<file path="config.mk">
export PLATFORM = sky130hd
export DESIGN_NAME = pixel_stream_packer
export DESIGN_NICKNAME = d
export VERILOG_FILES = /design/src/rtl/pixel_stream_packer.sv
export SDC_FILE = /design/constraint.sdc
export NUM_CORES = 1
export LEC_CHECK = 0
export ABC_CLOCK_PERIOD_IN_PS = 3100
export CAP_MARGIN = 20
export CORE_ASPECT_RATIO = 0.75
export CORE_UTILIZATION = 47
export DETAILED_ROUTE_END_ITERATION = 6
export MAX_ROUTING_LAYER = met4
export PLACE_DENSITY_LB_ADDON = 0.15
export SETUP_SLACK_MARGIN = 0.2
export SLEW_MARGIN = 20
export SYNTH_ARGS = -nofsm -noshare
export SYNTH_HDL_FRONTEND = slang
export SYNTH_SLANG_ARGS = --single-unit
</file>
<file path="constraint.sdc">
create_clock -name axi_clk -period 3.1 [get_ports axi_clk]
set_clock_uncertainty 0.1 [all_clocks]
set_input_delay 0.62 -clock axi_clk [delete_from_list [all_inputs] [get_ports axi_clk]]
set_output_delay 0.62 -clock axi_clk [all_outputs]
set_load 0.005 [all_outputs]
</file>
<file path="src/rtl/pixel_stream_packer.sv">
// pixel_stream_packer
// Packs DATA_BYTES consecutive 8-bit filtered pixels into one wide AXI-Stream
// word for the S2MM DMA. A frame-terminating last may arrive mid-word, in which
// case a partial word is emitted with a matching keep mask. Also reports the
// pixel count of each completed frame and a one-cycle frame-done pulse.
//
// Ports:
//   axi_clk, axi_reset_n             clock, synchronous active-low reset
//   s_data_valid/s_data/s_data_last  pixel stream in (from imageProcessTop)
//   s_data_ready                     pixel accept (combinational from m_data_ready)
//   m_data_valid/m_data/m_data_keep/m_data_last/m_data_ready  packed word out
//   o_pixel_count                    pixel count of the most recent completed frame
//   o_frame_done                     pulse the cycle after the last word's handshake
module pixel_stream_packer #(
  parameter int unsigned DATA_BYTES = 4,
  parameter int unsigned CNT_W      = 20
) (
  input  logic                    axi_clk,
  input  logic                    axi_reset_n,
  input  logic                    s_data_valid,
  input  logic [7:0]              s_data,
  input  logic                    s_data_last,
  output logic                    s_data_ready,
  output logic                    m_data_valid,
  output logic [8*DATA_BYTES-1:0] m_data,
  output logic [DATA_BYTES-1:0]   m_data_keep,
  output logic                    m_data_last,
  input  logic                    m_data_ready,
  output logic [CNT_W-1:0]        o_pixel_count,
  output logic                    o_frame_done
);

  localparam int unsigned         IDX_W    = (DATA_BYTES > 1) ? $clog2(DATA_BYTES) : 1;
  localparam logic [IDX_W-1:0]    LAST_IDX = IDX_W'(DATA_BYTES - 1);
  localparam logic [CNT_W-1:0]    CNT_MAX  = '1;

  // Assembly register
  logic [DATA_BYTES-1:0][7:0] r_lanes;
  logic [DATA_BYTES-1:0]      r_keep;
  logic [IDX_W-1:0]           r_idx;

  // Output register
  logic                       r_m_valid;
  logic [DATA_BYTES-1:0][7:0] r_m_data;
  logic [DATA_BYTES-1:0]      r_m_keep;
  logic                       r_m_last;

  // Frame counter and status
  logic [CNT_W-1:0]           r_cnt;
  logic [CNT_W-1:0]           r_pixel_count;
  logic                       r_frame_done;

  logic                       w_ready;
  logic                       w_accept;
  logic                       w_complete;
  logic                       w_out_hs;
  logic [DATA_BYTES-1:0][7:0] w_lanes_next;
  logic [DATA_BYTES-1:0]      w_keep_next;
  logic [CNT_W-1:0]           w_cnt_inc;

  // Input may proceed whenever the output slot is empty or draining this cycle.
  assign w_ready    = !r_m_valid || m_data_ready;
  assign w_accept   = s_data_valid && w_ready;
  assign w_complete = w_accept && ((r_idx == LAST_IDX) || s_data_last);
  assign w_out_hs   = r_m_valid && m_data_ready;
  assign w_cnt_inc  = (r_cnt == CNT_MAX) ? r_cnt : r_cnt + CNT_W'(1);

  // Lanes/keep with the current pixel merged in; unfilled lanes stay zero
  // because the assembly register is cleared after every completed word.
  always_comb begin
    w_lanes_next        = r_lanes;
    w_keep_next         = r_keep | (DATA_BYTES'(1) << r_idx);
    w_lanes_next[r_idx] = s_data;
  end

  // Assembly register
  always_ff @(posedge axi_clk) begin
    if (!axi_reset_n) begin
      r_lanes <= '0;
      r_keep  <= '0;
      r_idx   <= '0;
    end else if (w_complete) begin
      r_lanes <= '0;
      r_keep  <= '0;
      r_idx   <= '0;
    end else if (w_accept) begin
      r_lanes <= w_lanes_next;
      r_keep  <= w_keep_next;
      r_idx   <= r_idx + IDX_W'(1);
    end
  end

  // Output register: a completing word overrides the drain, so no bubble.
  always_ff @(posedge axi_clk) begin
    if (!axi_reset_n) begin
      r_m_valid <= 1'b0;
      r_m_data  <= '0;
      r_m_keep  <= '0;
      r_m_last  <= 1'b0;
    end else if (w_complete) begin
      r_m_valid <= 1'b1;
      r_m_data  <= w_lanes_next;
      r_m_keep  <= w_keep_next;
      r_m_last  <= s_data_last;
    end else if (w_out_hs) begin
      r_m_valid <= 1'b0;
    end
  end

  // Saturating frame pixel counter; count published on the last pixel.
  always_ff @(posedge axi_clk) begin
    if (!axi_reset_n) begin
      r_cnt         <= '0;
      r_pixel_count <= '0;
    end else if (w_accept) begin
      if (s_data_last) begin
        r_cnt         <= '0;
        r_pixel_count <= w_cnt_inc;
      end else begin
        r_cnt         <= w_cnt_inc;
      end
    end
  end

  // Frame-done pulse follows the handshake of a last word.
  always_ff @(posedge axi_clk) begin
    if (!axi_reset_n) begin
      r_frame_done <= 1'b0;
    end else begin
      r_frame_done <= w_out_hs && r_m_last;
    end
  end

  assign s_data_ready  = w_ready;
  assign m_data_valid  = r_m_valid;
  assign m_data        = r_m_data;
  assign m_data_keep   = r_m_keep;
  assign m_data_last   = r_m_last;
  assign o_pixel_count = r_pixel_count;
  assign o_frame_done  = r_frame_done;

endmodule

</file>
==> results of run 1 <==
## final timing paths
check | endpoint | slack (ps) | cells past startpoint
max | s_data_ready | 500 | 3
min | r_lanes[31] | 350 | 2
max reg2reg | o_pixel_count[7] | 540 | 5
min reg2reg | r_lanes[31] | 350 | 2
## kinds of logic (layout without fill, tap and decap cells)
family,Yosys count,count (layout),synth area share
AND/OR/NAND/NOR,233,233,0.223
AO/OA/AOI/OAI,151,151,0.185
flip-flops,117,117,0.446
buffers and inverters,66,124,0.0494
multiplexers,35,35,0.0668
XOR/XNOR,11,11,0.0184
adder cells (fa/ha/maj),5,5,0.0119
## cell type report
type,instances,area (µm²)
fillers,936,4260
multi-input cells,435,2650
flip-flops and latches,117,2340
repair buffers,87,858
clock buffers,22,484
well taps,140,175
clock inverters,9,101
inverters,6,22.5
## power by group
part,switching [µW],internal (µW),total [µW]
sequential,33.1,1560,1600
clock,668,1260,1920
combinational,206,173,379
## registers in the layout, indices dropped and copies added (netlist names)
name,count
m_data,32
r_idx,2
o_pixel_count,20
r_keep,4
o_frame_done,1
m_data_keep,4
m_data_last,1
m_data_valid,1
r_cnt,20
r_lanes,32
## through the flow
step,utilization,instance area [µm²],cells,hold WS [ps],worst slack [ps]
floorplan,-,5250,618,336,1030
global placement,0.555,6050,785,341,484
detailed placement,0.555,6050,785,345,394
CTS,0.609,6640,816,353,501
global route,0.609,6640,816,368,392
finish,0.609,6640,816,352,501
## cells in the final DEF, fill, tap and decap left out, types with 6 or more instances in the layout
master,Yosys,routed
and3_1,8,8
clkbuf_16,0,17
nand2_1,67,67
a31oi_1,13,13
inv_1,6,6
clkdlybuf4s50_1,0,72
nand3_1,47,47
buf_4,0,13
nor2_1,56,55
nor3_1,15,15
xor2_1,6,6
mux2i_1,35,35
dfxtp_1,117,117
a21oi_1,58,58
a211oi_1,33,33
o21ai_0,21,21
## tightest hold or removal path: cells and delay by family, from the launching register on
family	cells	cell delay, ps
flops	1	300
compound gates	1	50
simple gates	1	50
## synthesized netlist by cell type, drive strengths merged, types with 13 or more instances
library cell / count / area (µm²)
a21oi: 58 / 290
nand2: 67 / 251
buf: 19 / 82.6
nor3: 17 / 108
a31oi: 13 / 81.3
mux2i: 35 / 350
nand3: 48 / 245
o21ai: 23 / 115
a211oi: 33 / 248
clkbuf: 41 / 154
nor2: 56 / 210
dfxtp: 117 / 2340
## routing by layer
layer	vias up	global-route usage	wire, µm
li1	2311	-	-
met1	2204	0.364	6770
met2	169	0.350	5620
met3	24	0.0530	836
met4	0	0.0823	205
met5	-	-	0
==> run metrics, run 1 <==
Die Y=93.5 µm; final setup vio count=0; status=finished, violations left; DRT iter0 DRCs=around 480; vias per inst=a little under 6; Min Clock Period, post-route=2600 ps; CTS root buf=clkbuf_16; worst-margin pin slew=between 800 and 900 ps; CP Class=in2out; # resized after CTS=0; largest net degree at the start of global routing=51; Post-CTS Hold Buffers=0; fin crit share=0.838; post-synthesis cell area=5250 µm²; Seq cells post-synth=around 120; fin. max-slew vios=0; CP bufs+invs=2; crit path DAT=~1900 ps; global router's overall resource usage=0.253; Worst path slowest cell=clkdlybuf4s50_1; RSZ-0062 raised after global routing=no; Pwr per Cell Area=588 nW/µm²; first-pass GRT wire length=around 22 mm; asr flop ratio synth=0; violated checks=DRC; worst path cell trace=clkdlybuf4s50_1 -> nand2b_1 -> clkdlybuf4s50_1; Max-slew headroom=0.426; Ys Warns=0; TritonRoute pass-1 iters=7; Avg WL per Cell=roughly 16 µm; layout cell share with drive strength beyond 1=0.0873; sequential share of the synthesized area=0.446; Initial Util=0.481; crit-path max FO=6; Rows=33; H-Tree Depth=4; fmax=385 MHz; number of flops mapped to enable cells by yosys=0; Critical Path Sink Type=output port; Post-Synthesis Cells=618; vias=4708; startpoint types=primary input; fin nets=682; CTS tree=built; hold_sp=r_lanes[31]; Hold Path Class=reg2reg; Routed Antenna Nets=0; initial antenna violation count=0; clk_lat worst skew=410 ps; clock slew at reported path FFs=50 ps; Core Area=10900 µm²; total CTS buffers=17; # IOs=73; CP peak stage delay=approximately 550 ps; setup TNS=0 ps; HPWL after detailed placement=8.99 mm; net count after synthesis=about 640; Crit path max-delay family=buffers and inverters; CP startpoint=m_data_ready; Routed WL=13.4 mm; Port Buffers=between 70 and 80; chip width=124 µm; drc violations=2; clk buf depth=2; Post-synth top flop=dfxtp_1; Max Cap Viol=0; # diodes=0; total grt overflow=0; Pleak=0.00228 µW; Overall Power=3900 µW; Hold Vio Cnt, Final=0; CP most frequent cell=clkdlybuf4s50_1; Worst VDD drop=0.000433 V; number of global-route vias before repair=4211; CTS Sinks=between 100 and 150; Critical Path RT=2380 ps; r2r startpoint=r_cnt[12]; GPL Wtd Cong=0.922; postcts setup bufs=0; Area Growth Syn to Fin=26.5%; die area=11600 µm²; Synth cell types=55; Mapped Avg Cell Area=roughly 8.5 µm²
No activity file was read; power rests on OpenSTA's default activity.
==> run 2: changes to the inputs <==
--- a/config.mk
+++ b/config.mk
@@ -5,7 +5,7 @@
 export SDC_FILE = /design/constraint.sdc
 export NUM_CORES = 1
 export LEC_CHECK = 0
-export ABC_CLOCK_PERIOD_IN_PS = 3100
+export ABC_CLOCK_PERIOD_IN_PS = 2700
 export CAP_MARGIN = 20
 export CORE_ASPECT_RATIO = 0.75
 export CORE_UTILIZATION = 47
==> constraint.sdc (replaced) <==
create_clock -name axi_clk -period 2.7 [get_ports axi_clk]
set_clock_uncertainty 0.1 [all_clocks]
set_input_delay 0.54 -clock axi_clk [delete_from_list [all_inputs] [get_ports axi_clk]]
set_output_delay 0.54 -clock axi_clk [all_outputs]
set_load 0.005 [all_outputs]
==> run 2 against run 1 <==
Effect of this change: the run now ends clean; worst hold slack gained 0.79 ps; global-route usage fell by 0.16 points; power up 21%; sequential share of layout area fell by 0.68 points; flip-flop and latch count unchanged; sequential power grew 15%; core utilization is 1.2 points higher; first-iteration DRC count down 25%; die area did not move; largest cell class unchanged.
==> run metrics, run 2 (synthesis results as in run 1) <==
status=completed; setup TNS=0 ps (unchanged); Combinational Power Share=0.094 (-0.003); layout cell share with drive strength beyond 1=0.0968 (+0.00950); vias=4717 (+0.19%); number of global-route vias before repair=4155 (-1.3%); first-pass GRT wire length=21.4 mm (-0.89%); DRT iter0 DRCs=355 (-25%); initial antenna violation count=0 (unchanged); most common cell after layout, fill and taps aside=dfxtp_1; total grt overflow=0 (unchanged); register area=2340 µm² (unchanged); clock slew at reported path FFs=50 ps (about the same); CTS root buf=clkbuf_16; P_int=3660 µW (+22%); H-Tree Depth=4 (unchanged); final setup vio count=0 (unchanged); total CTS buffers=17 (unchanged); fin. max-slew vios=0 (unchanged); Critical Path Sink Type=output port; crit-path max FO=6 (unchanged); Routed Antenna Nets=0 (unchanged); Area Growth Syn to Fin=29.0%; Pleak=0.00233 µW (+2.5%); fmax=approximately 400 MHz; startpoint types=primary input; chip width=124 µm (unchanged); largest net degree at the start of global routing=69 (+35%); # diodes=0 (unchanged); Min Clock Period, post-route=2430 ps; Filler cells=940 (+0.43%); Routed WL=13.6 mm (+1.5%); Critical Path RT=2060 ps (-320 ps); Sw Share=0.223 (-0.00918); sequential share of power=0.389 (-0.021); vias per inst=5.74 (-0.54%); drc violations=0 (-2); Inst Count DP=788 (+0.38%); Worst Hold Margin=353 ps (+0.785 ps); fin nets=688 (+0.88%); CTS tree=built; Initial Util=0.481 (unchanged); Core Area=10900 µm² (unchanged); clk buf depth=2 (unchanged); die area=11600 µm² (unchanged); HPWL after detailed placement=8.85 mm (-1.5%); switching power=1050 µW (+16%); Rows=33 (unchanged); GPL Wtd Cong=0.886 (-3.8%); crit path DAT=1790 ps (-90 ps); fin crit share=0.901; Post-CTS Hold Buffers=0 (unchanged); clk_lat worst skew=420 ps (about the same); CP Class=in2out; global router's overall resource usage=0.251 (-0.00165); Port Buffers=72 (unchanged); Hold Path Class=reg2reg; Pwr per Cell Area=696 nW/µm² (+18%); Hold Vio Cnt, Final=0 (unchanged); TritonRoute pass-1 iters=5 (-2); clock network fraction of total power=0.516 (+0.023); fin cells=822 (+0.74%); worst-margin pin slew=813 ps (-48.8 ps); # IOs=73 (unchanged); footprint of the multi-input gates=2660 µm² (about the same); Max Cap Viol=0 (unchanged); CTS Sinks=117 (unchanged); Avg WL per Cell=16.6 µm (+0.72%); most frequent cells in the layout=117 x dfxtp_1, 72 x clkdlybuf4s50_1, 67 x nand2_1; RSZ-0062 raised after global routing=no; Die Y=93.5 µm (unchanged); Worst VDD drop=0.000485 V (+12%); Max-slew headroom=0.458 (+0.0325)
## run 2: cell types whose count changed in the layout (fill, tap and decap cells not counted)
cell and change:
buf_12 +2, buf_4 +4, bufinv_16 +2, clkbuf_8 +1, clkinv_2 -3, clkinv_4 -1, clkinvlp_4 +1, ha_1 -1
ha_2 +1
## run 2: area by class of cell
| class | instances | share of cell area |
|---|---|---|
| multi-input cells | 435 | 0.392 |
| flip-flops and latches | 117 | 0.346 |
| repair buffers | 93 | 0.137 |
| well taps | 140 | 0.0259 |
| clock inverters | 8 | 0.0214 |
| inverters | 6 | 0.00333 |
| clock buffers | 23 | 0.0736 |
## run 2: stage by stage
stage | utilization | area, µm² | power, µW | setup WS [ps]
after floorplan | - | 5250 | 2100 | 678
after global placement | 0.560 | 6100 | 2300 | 292
after detailed placement | 0.560 | 6100 | 2310 | 175
after CTS | 0.619 | 6740 | 4730 | 263
after global routing | 0.621 | 6770 | 4870 | 234
final | 0.621 | 6770 | 4710 | 266
## run 2: path summary, 6_finish.rpt
kind / from / end / slack [ps] / depth (start not counted)
worst max-delay path: m_data_ready / s_data_ready / 270 / 3
worst min-delay path: r_lanes[6] / r_lanes[6] / 350 / 2
worst max register to register: r_cnt[0] / r_cnt[14] / 390 / 6
worst min register to register: r_lanes[6] / r_lanes[6] / 350 / 2
## run 2: power by group through the flow
stage | logic, µW | clock network, µW | registers [µW]
finish | 444 | 2430 | 1840
global route | 485 | 2550 | 1840
CTS | 444 | 2450 | 1840
detailed placement | 441 | 0 | 1870
global placement | 433 | 0 | 1870
floorplan | 237 | 0 | 1870
## run 2: metal layers
metal | up-vias | wire (µm) | global-route usage
met5 | - | 0 | -
met3 | 22 | 744 | 0.0518
met1 | 2228 | 6910 | 0.360
li1 | 2321 | - | -
met4 | 0 | 261 | 0.106
met2 | 146 | 5710 | 0.338
## run 2: worst max-delay path: stages
cell and delay, ps:
clkdlybuf4s50_1 470, nand2b_1 240, clkdlybuf4s50_1 550
## run 2: repair_timing
item / in CTS / in global routing
gates resized for setup: 0 / 1
setup endpoints to repair: 0 / 1
hold endpoints to repair: 0 / 0
buffers inserted: 0 / 3
==> run 3: changes to the inputs <==
--- a/config.mk
+++ b/config.mk
@@ -9,6 +9,7 @@
 export CAP_MARGIN = 20
 export CORE_ASPECT_RATIO = 0.75
 export CORE_UTILIZATION = 47
+export CTS_CLUSTER_DIAMETER = 50
 export DETAILED_ROUTE_END_ITERATION = 6
 export MAX_ROUTING_LAYER = met4
 export PLACE_DENSITY_LB_ADDON = 0.15
==> results of run 3 <==
Same layout as run 2: the final DEF is identical, and so are final timing and power.
